<file path="src/rtl/fetch_pkg.sv">
// Shared types and constants for the instruction fetch unit.
package fetch_pkg;

   typedef enum logic [1:0] {
      PC_SEQ    = 2'b00,
      PC_BRANCH = 2'b01,
      PC_JUMP   = 2'b10
   } pc_src_t;

   typedef enum logic {
      FETCH = 1'b0,
      DROP  = 1'b1
   } fetch_state_t;

   localparam logic [31:0] NOP_INSTR = 32'h0000_0000;
   localparam int unsigned PC_INCR   = 4;

endpackage

</file>
<file path="src/rtl/fetch_skid_buf.sv">
// One-entry holding buffer for a fetched word that arrives while decode is stalled.
module fetch_skid_buf
   import fetch_pkg::*;
#(
   parameter int ADDR_W = 32,
   parameter int DATA_W = 32
) (
   input  logic              clk,
   input  logic              srst,
   input  logic              clear,
   input  logic              load,
   input  logic              pop,
   input  logic [DATA_W-1:0] load_instr,
   input  logic [ADDR_W-1:0] load_pc_plus4,
   output logic [DATA_W-1:0] instr,
   output logic [ADDR_W-1:0] pc_plus4,
   output logic              valid
);

   logic [DATA_W-1:0] instr_reg;
   logic [ADDR_W-1:0] pc_plus4_reg;
   logic              valid_reg;

   always_ff @(posedge clk) begin
      if (srst) begin
         instr_reg    <= DATA_W'(NOP_INSTR);
         pc_plus4_reg <= '0;
         valid_reg    <= 1'b0;
      end else if (clear) begin
         valid_reg <= 1'b0;
      end else if (load) begin
         instr_reg    <= load_instr;
         pc_plus4_reg <= load_pc_plus4;
         valid_reg    <= 1'b1;
      end else if (pop) begin
         valid_reg <= 1'b0;
      end
   end

   assign instr    = instr_reg;
   assign pc_plus4 = pc_plus4_reg;
   assign valid    = valid_reg;

endmodule

</file>
<file path="src/rtl/fetch_unit.sv">
// Fetch stage: PC register, instruction-memory handshake and IF/ID register.
// Optional performance counters are enabled with FETCH_PERF_CNT_EN.
module fetch_unit
   import fetch_pkg::*;
#(
   parameter logic [31:0] RESET_PC = 32'h0000_0000,
   parameter int          ADDR_W   = 32,
   parameter int          DATA_W   = 32
) (
   input  logic              clk,
   input  logic              rst,
   input  logic [1:0]        pc_source,
   input  logic              pc_write,
   input  logic              IF_ID_write,
   input  logic              flush,
   input  logic [ADDR_W-1:0] branch_target,
   input  logic [ADDR_W-1:0] jump_target,
   output logic              imem_req,
   output logic [ADDR_W-1:0] imem_addr,
   input  logic              imem_ready,
   input  logic [DATA_W-1:0] imem_rdata,
   output logic [DATA_W-1:0] IF_ID_instr,
   output logic [ADDR_W-1:0] IF_ID_pc_plus4,
   output logic              IF_ID_valid
`ifdef FETCH_PERF_CNT_EN
   ,
   output logic [31:0]       perf_bubble_cnt,
   output logic [31:0]       perf_flush_cnt
`endif
);

   fetch_state_t      state_reg, state_next;
   logic [ADDR_W-1:0] pc_reg, pc_next;
   logic [ADDR_W-1:0] drop_target_reg, drop_target_next;
   logic              req_reg, req_next;
   logic [DATA_W-1:0] ifid_instr_reg, ifid_instr_next;
   logic [ADDR_W-1:0] ifid_pc4_reg, ifid_pc4_next;
   logic              ifid_valid_reg, ifid_valid_next;

   logic              accept;
   logic              keep_word;
   logic              bubble;
   logic [ADDR_W-1:0] pc_incr;
   logic [ADDR_W-1:0] redirect_target;

   logic              skid_load, skid_pop, skid_clear;
   logic              skid_valid, skid_full_next;
   logic [DATA_W-1:0] skid_instr;
   logic [ADDR_W-1:0] skid_pc4;

   assign accept    = req_reg & imem_ready;
   // A word accepted while dropping, or in a flush cycle, belongs to a squashed path.
   assign keep_word = accept & (state_reg == FETCH) & ~flush;
   assign pc_incr   = pc_reg + ADDR_W'(PC_INCR);

   always_comb begin
      redirect_target = pc_incr;
      case (pc_src_t'(pc_source))
         PC_BRANCH: redirect_target = branch_target;
         PC_JUMP:   redirect_target = jump_target;
         default:   redirect_target = pc_incr;
      endcase
   end

   always_comb begin
      ifid_instr_next = ifid_instr_reg;
      ifid_pc4_next   = ifid_pc4_reg;
      ifid_valid_next = ifid_valid_reg;
      skid_load       = 1'b0;
      skid_pop        = 1'b0;
      skid_clear      = 1'b0;
      bubble          = 1'b0;
      skid_full_next  = skid_valid;

      if (flush) begin
         ifid_valid_next = 1'b0;
         ifid_instr_next = DATA_W'(NOP_INSTR);
         skid_clear      = 1'b1;
         skid_full_next  = 1'b0;
      end else if (!IF_ID_write) begin
         skid_load = keep_word;
         if (keep_word) begin
            skid_full_next = 1'b1;
         end
      end else if (skid_valid) begin
         ifid_instr_next = skid_instr;
         ifid_pc4_next   = skid_pc4;
         ifid_valid_next = 1'b1;
         skid_pop        = 1'b1;
         skid_full_next  = 1'b0;
      end else if (keep_word) begin
         ifid_instr_next = imem_rdata;
         ifid_pc4_next   = pc_incr;
         ifid_valid_next = 1'b1;
      end else begin
         ifid_valid_next = 1'b0;
         bubble          = 1'b1;
      end
   end

   always_comb begin
      state_next       = state_reg;
      pc_next          = pc_reg;
      drop_target_next = drop_target_reg;
      req_next         = req_reg;

      case (state_reg)
         FETCH: begin
            if (flush && req_reg && !imem_ready) begin
               state_next       = DROP;
               drop_target_next = redirect_target;
            end else if (flush) begin
               pc_next = redirect_target;
            end else if (accept) begin
               pc_next = pc_incr;
            end
         end
         DROP: begin
            if (accept) begin
               pc_next    = flush ? redirect_target : drop_target_reg;
               state_next = FETCH;
            end else if (flush) begin
               drop_target_next = redirect_target;
            end
         end
         default: state_next = FETCH;
      endcase

      // The request line only changes once the outstanding one has been accepted.
      if (!req_reg || imem_ready) begin
         req_next = pc_write & ~skid_full_next & (state_next == FETCH);
      end
   end

   always_ff @(posedge clk) begin
      if (rst) begin
         state_reg       <= FETCH;
         pc_reg          <= ADDR_W'(RESET_PC);
         drop_target_reg <= ADDR_W'(RESET_PC);
         req_reg         <= 1'b0;
         ifid_instr_reg  <= DATA_W'(NOP_INSTR);
         ifid_pc4_reg    <= '0;
         ifid_valid_reg  <= 1'b0;
      end else begin
         state_reg       <= state_next;
         pc_reg          <= pc_next;
         drop_target_reg <= drop_target_next;
         req_reg         <= req_next;
         ifid_instr_reg  <= ifid_instr_next;
         ifid_pc4_reg    <= ifid_pc4_next;
         ifid_valid_reg  <= ifid_valid_next;
      end
   end

   fetch_skid_buf #(
      .ADDR_W (ADDR_W),
      .DATA_W (DATA_W)
   ) u_skid (
      .clk           (clk),
      .srst          (rst),
      .clear         (skid_clear),
      .load          (skid_load),
      .pop           (skid_pop),
      .load_instr    (imem_rdata),
      .load_pc_plus4 (pc_incr),
      .instr         (skid_instr),
      .pc_plus4      (skid_pc4),
      .valid         (skid_valid)
   );

   assign imem_req       = req_reg;
   assign imem_addr      = pc_reg;
   assign IF_ID_instr    = ifid_instr_reg;
   assign IF_ID_pc_plus4 = ifid_pc4_reg;
   assign IF_ID_valid    = ifid_valid_reg;

`ifdef FETCH_PERF_CNT_EN
   logic [1:0] perf_evt;
   assign perf_evt = {flush, bubble};

   genvar gi;
   generate
      for (gi = 0; gi < 2; gi++) begin : g_perf
         logic [31:0] cnt_reg;
         always_ff @(posedge clk) begin
            if (rst) begin
               cnt_reg <= '0;
            end else if (perf_evt[gi] && (cnt_reg != 32'hFFFF_FFFF)) begin
               cnt_reg <= cnt_reg + 32'd1;
            end
         end
      end
   endgenerate

   assign perf_bubble_cnt = g_perf[0].cnt_reg;
   assign perf_flush_cnt  = g_perf[1].cnt_reg;
`endif

endmodule

</file>
<file path="config.mk">
export PLATFORM = sky130hd
export DESIGN_NAME = fetch_unit
export DESIGN_NICKNAME = d
export VERILOG_FILES = /design/src/rtl/fetch_pkg.sv /design/src/rtl/fetch_skid_buf.sv /design/src/rtl/fetch_unit.sv
export SDC_FILE = /design/constraint.sdc
export NUM_CORES = 1
export LEC_CHECK = 0
export ABC_CLOCK_PERIOD_IN_PS = 2000
export CAP_MARGIN = 20
export CORE_MARGIN = 10
export CORE_UTILIZATION = 45
export DETAILED_ROUTE_END_ITERATION = 10
export GPL_TIMING_DRIVEN = 0
export PLACE_DENSITY_LB_ADDON = 0.08
export SLEW_MARGIN = 20
export SYNTH_ARGS = -nofsm -noshare
export SYNTH_HDL_FRONTEND = slang
export SYNTH_SLANG_ARGS = --single-unit
</file>
<file path="constraint.sdc">
create_clock -name clk -period 2 [get_ports clk]
set_input_delay 0.2 -clock clk [delete_from_list [all_inputs] [get_ports clk]]
set_output_delay 0.2 -clock clk [all_outputs]
set_load 0.005 [all_outputs]
</file>
==> qor.txt <==
Finished Layout Cells -> 1696
Crit path kind -> flip-flop to flip-flop
Full die area -> 26600 um2
Worst path slowest cell -> dfxtp_4
GR Util All Layers -> 25.1%
Comb pwr share -> 20.1%
Final period util -> 107%
Ys async rst share -> 0%
Hold Path Class -> input pin to flip-flop
Switch Pwr -> 0.00304 W
Hold buffers post-CTS -> 0
Mux share of post-synthesis cell area -> 4.24%
Port Buf Inserts -> 199
Hold Fails Final Rpt -> 0
Placement Cell Area -> 11500 um2
DR vias/cell -> 5.90
Status -> complete, but fails checks
Dpl cells -> 1623
Worst Setup Start Kind -> flip-flop
Clock insertion delay at the later pin of the skew report -> 0.45 ns
Top-Level Pins -> 202
Die height -> 163 um
Clk pwr share -> 35.6%
Synth Area in Adders -> 0.407%
N_diodes -> 0
Critical Path RT -> 2.33 ns
Commonest non-fill, non-tap cell in the layout -> clkdlybuf4s50_1
XOR/XNOR Fraction of Synth Area -> 3.12%
Fin crit period -> 2.14 ns
Die X -> 163 um
Clk sink count -> 196
First-pass GRT wire length -> 52600 um
Clk slew on worst S/H paths -> 0.09 ns
Critical Path End Type -> flip-flop
Area grow syn2layout -> 46.8%
Final nets -> 1521
Post-Syn Area per Cell -> 7.98 um2
Post-DR wirelength/cell -> 21.0 um
GPL Wtd Cong -> 0.966
Initial antenna violation count -> 0
Max transition margin -> 38.1%
Hpwl dp -> 25500 um
Largest family of logic cells by synthesized area -> compound AO/OA/AOI/OAI gates
Starting Density -> 45.7%
Smallest hold slack -> 0.321 ns
DR iter-0 viols -> 994
Ys Warns -> 0
Crit path max-delay family -> simple AND/OR/NAND/NOR gates
Simple-Gate Fraction of Synth Area -> 21.2%
Synth Area in Compound Gates -> 23.6%
VDD IR max -> 0.653 mV
Fin util -> 67.0%
Net Sw Frac -> 31.5%
Max-Cap Viols -> 0
Final setup vio count -> 25
Post-synth EDFFs -> 0
CTS root buf -> clkbuf_16
Worst setup margin -> -0.139 ns
RSZ-0062 raised after global routing -> yes
Violated checks -> negative setup slack
Drt drc -> 0
Critical Path Fanout Max -> 7
Yosys reg bits -> 196
Design Area, Final -> 13500 um2
Critical Path Max Stage Delay -> 0.37 ns
FP Rows -> 52
Largest net degree at the start of global routing -> 21
Power per cell area -> 715 nW/um2
Total power -> 0.00967 W
Worst path arrival time -> 2.47 ns
DR vias -> 10.0k
Vias in the first global route -> 9184
F_max -> 467 MHz
Share of layout cells above drive strength 1 -> 19.0%
DR pass1 iterations -> 5
Pins Over Slew Limit -> 0
Yosys top cell by area -> dfxtp_1
Worst Skew -> 0.0151 ns
Core outline area -> 20200 um2
P_int -> 0.00663 W
Syn Std Cell Area -> 9210 um2
H-tree levels -> 4
CTS buffer count -> 17
Dominant synthesized flop cell -> dfxtp_1
Distinct cells, synth -> 58
Total Routed Length -> 35600 um
Commonest cells after routing, fill and taps aside -> 199 x clkdlybuf4s50_1, 182 x nand2_1, 174 x dfxtp_1
Synth Net Count -> 1261
Post-synth top area share -> 42.6%
Crit path buffers/inverters -> 2
Pleak -> 4.77 nW
Crit-path cells -> buf_4 -> nand4_1 -> buf_4 -> nor4_4 -> nand4_1 -> xnor2_2 -> a221oi_2 -> o22ai_1
Bufs on Longest Clock Path -> 2
ANT nets after route -> 0
TritonCTS clock tree -> done
Sequential share of the synthesized area -> 42.6%
Total gr overflow -> 0
Worst-Margin Slew -> 0.928 ns
Cell count after synthesis -> 1154
Top post-synthesis cells by area -> dfxtp_1 43%, nand2_1 7.6%, a211oi_1 6.4%
Seq pwr share -> 44.3%
## cell type report
| class | instances | area [um2] |
|---|---|---|
| multi-input cells | 846 | 5660 |
| clock inverters | 14 | 163 |
| inverters | 10 | 41.3 |
| plain buffers | 97 | 510 |
| well taps | 270 | 338 |
| flip-flops and latches | 196 | 3970 |
| fillers | 1695 | 6650 |
| repair buffers | 246 | 2420 |
| clock buffers | 17 | 425 |
## synth_stat cells (10+ instances only)
library cell	number
dfxtp_1	196
nand2_1	187
nor2_1	137
a21oi_1	111
clkbuf_1	83
a211oi_1	78
nor3_1	40
mux2i_1	39
o21ai_0	37
a221oi_1	28
nand3_1	25
o211ai_1	21
xnor2_1	16
xor2_1	15
a31oi_1	11
nand2b_1	11
nand4_1	10
## worst min-delay path: cells and delay by family
kind	cells	cell delay, ns
buffers and inverters	1	0.42
AND/OR/NAND/NOR	1	0.06
AO/OA/AOI/OAI	1	0.05
## metal layers
layer	wire length, um	track usage, %	part of all wire (%)	vias up
met5	0	0	0	-
met1	14900	33.1	42	4775
met2	16500	40.1	46	517
met3	3480	5.99	9.8	49
li1	-	-	-	4660
met4	668	7.46	1.9	0
## repair_timing
item / CTS / global route
resized for setup: 128 / 154
pin swaps: 31 / 45
setup buffers: 22 / 25
setup endpoints to repair: 157 / 155
## worst paths after layout
kind         cells after the start                         endpoint                       startpoint  slack [ns]
min                              3     u_skid.instr[3]$_SDFFE_PP0P_                    imem_rdata[3]        0.32
max                              8       imem_addr[31]$_SDFFE_PP0P_        imem_addr[3]$_SDFFE_PP0P_       -0.14
min reg2reg                      2  IF_ID_pc_plus4[13]$_SDFFE_PP0P_  IF_ID_pc_plus4[13]$_SDFFE_PP0P_        0.45
max reg2reg                      8       imem_addr[31]$_SDFFE_PP0P_        imem_addr[3]$_SDFFE_PP0P_       -0.14
## power by group through the flow
stage	sequential (W)	combinational (W)	clock (W)
finish	0.00429	0.00194	0.00344
detailed placement	0.00431	0.00157	0
floorplan	0.00427	0.000815	0
global route	0.00430	0.00207	0.00359
global placement	0.00431	0.00156	0
CTS	0.00425	0.00175	0.00344
## stage by stage
stage,setup WS (ns),TNS [ns]
after floorplan,0.0355,0
after global placement,-1.11,-94.46
after detailed placement,-1.11,-98.43
after CTS,-0.185,-3.25
after global routing,-0.228,-4.50
final,-0.139,-1.09
## cells by family after synthesis
family	after synthesis
mux	39
fa+ha+maj	3
xor+xnor	32
buf+inv	112
simple gates	442
compound gates	330
flops	196
Power figures use the tool's default switching activity.
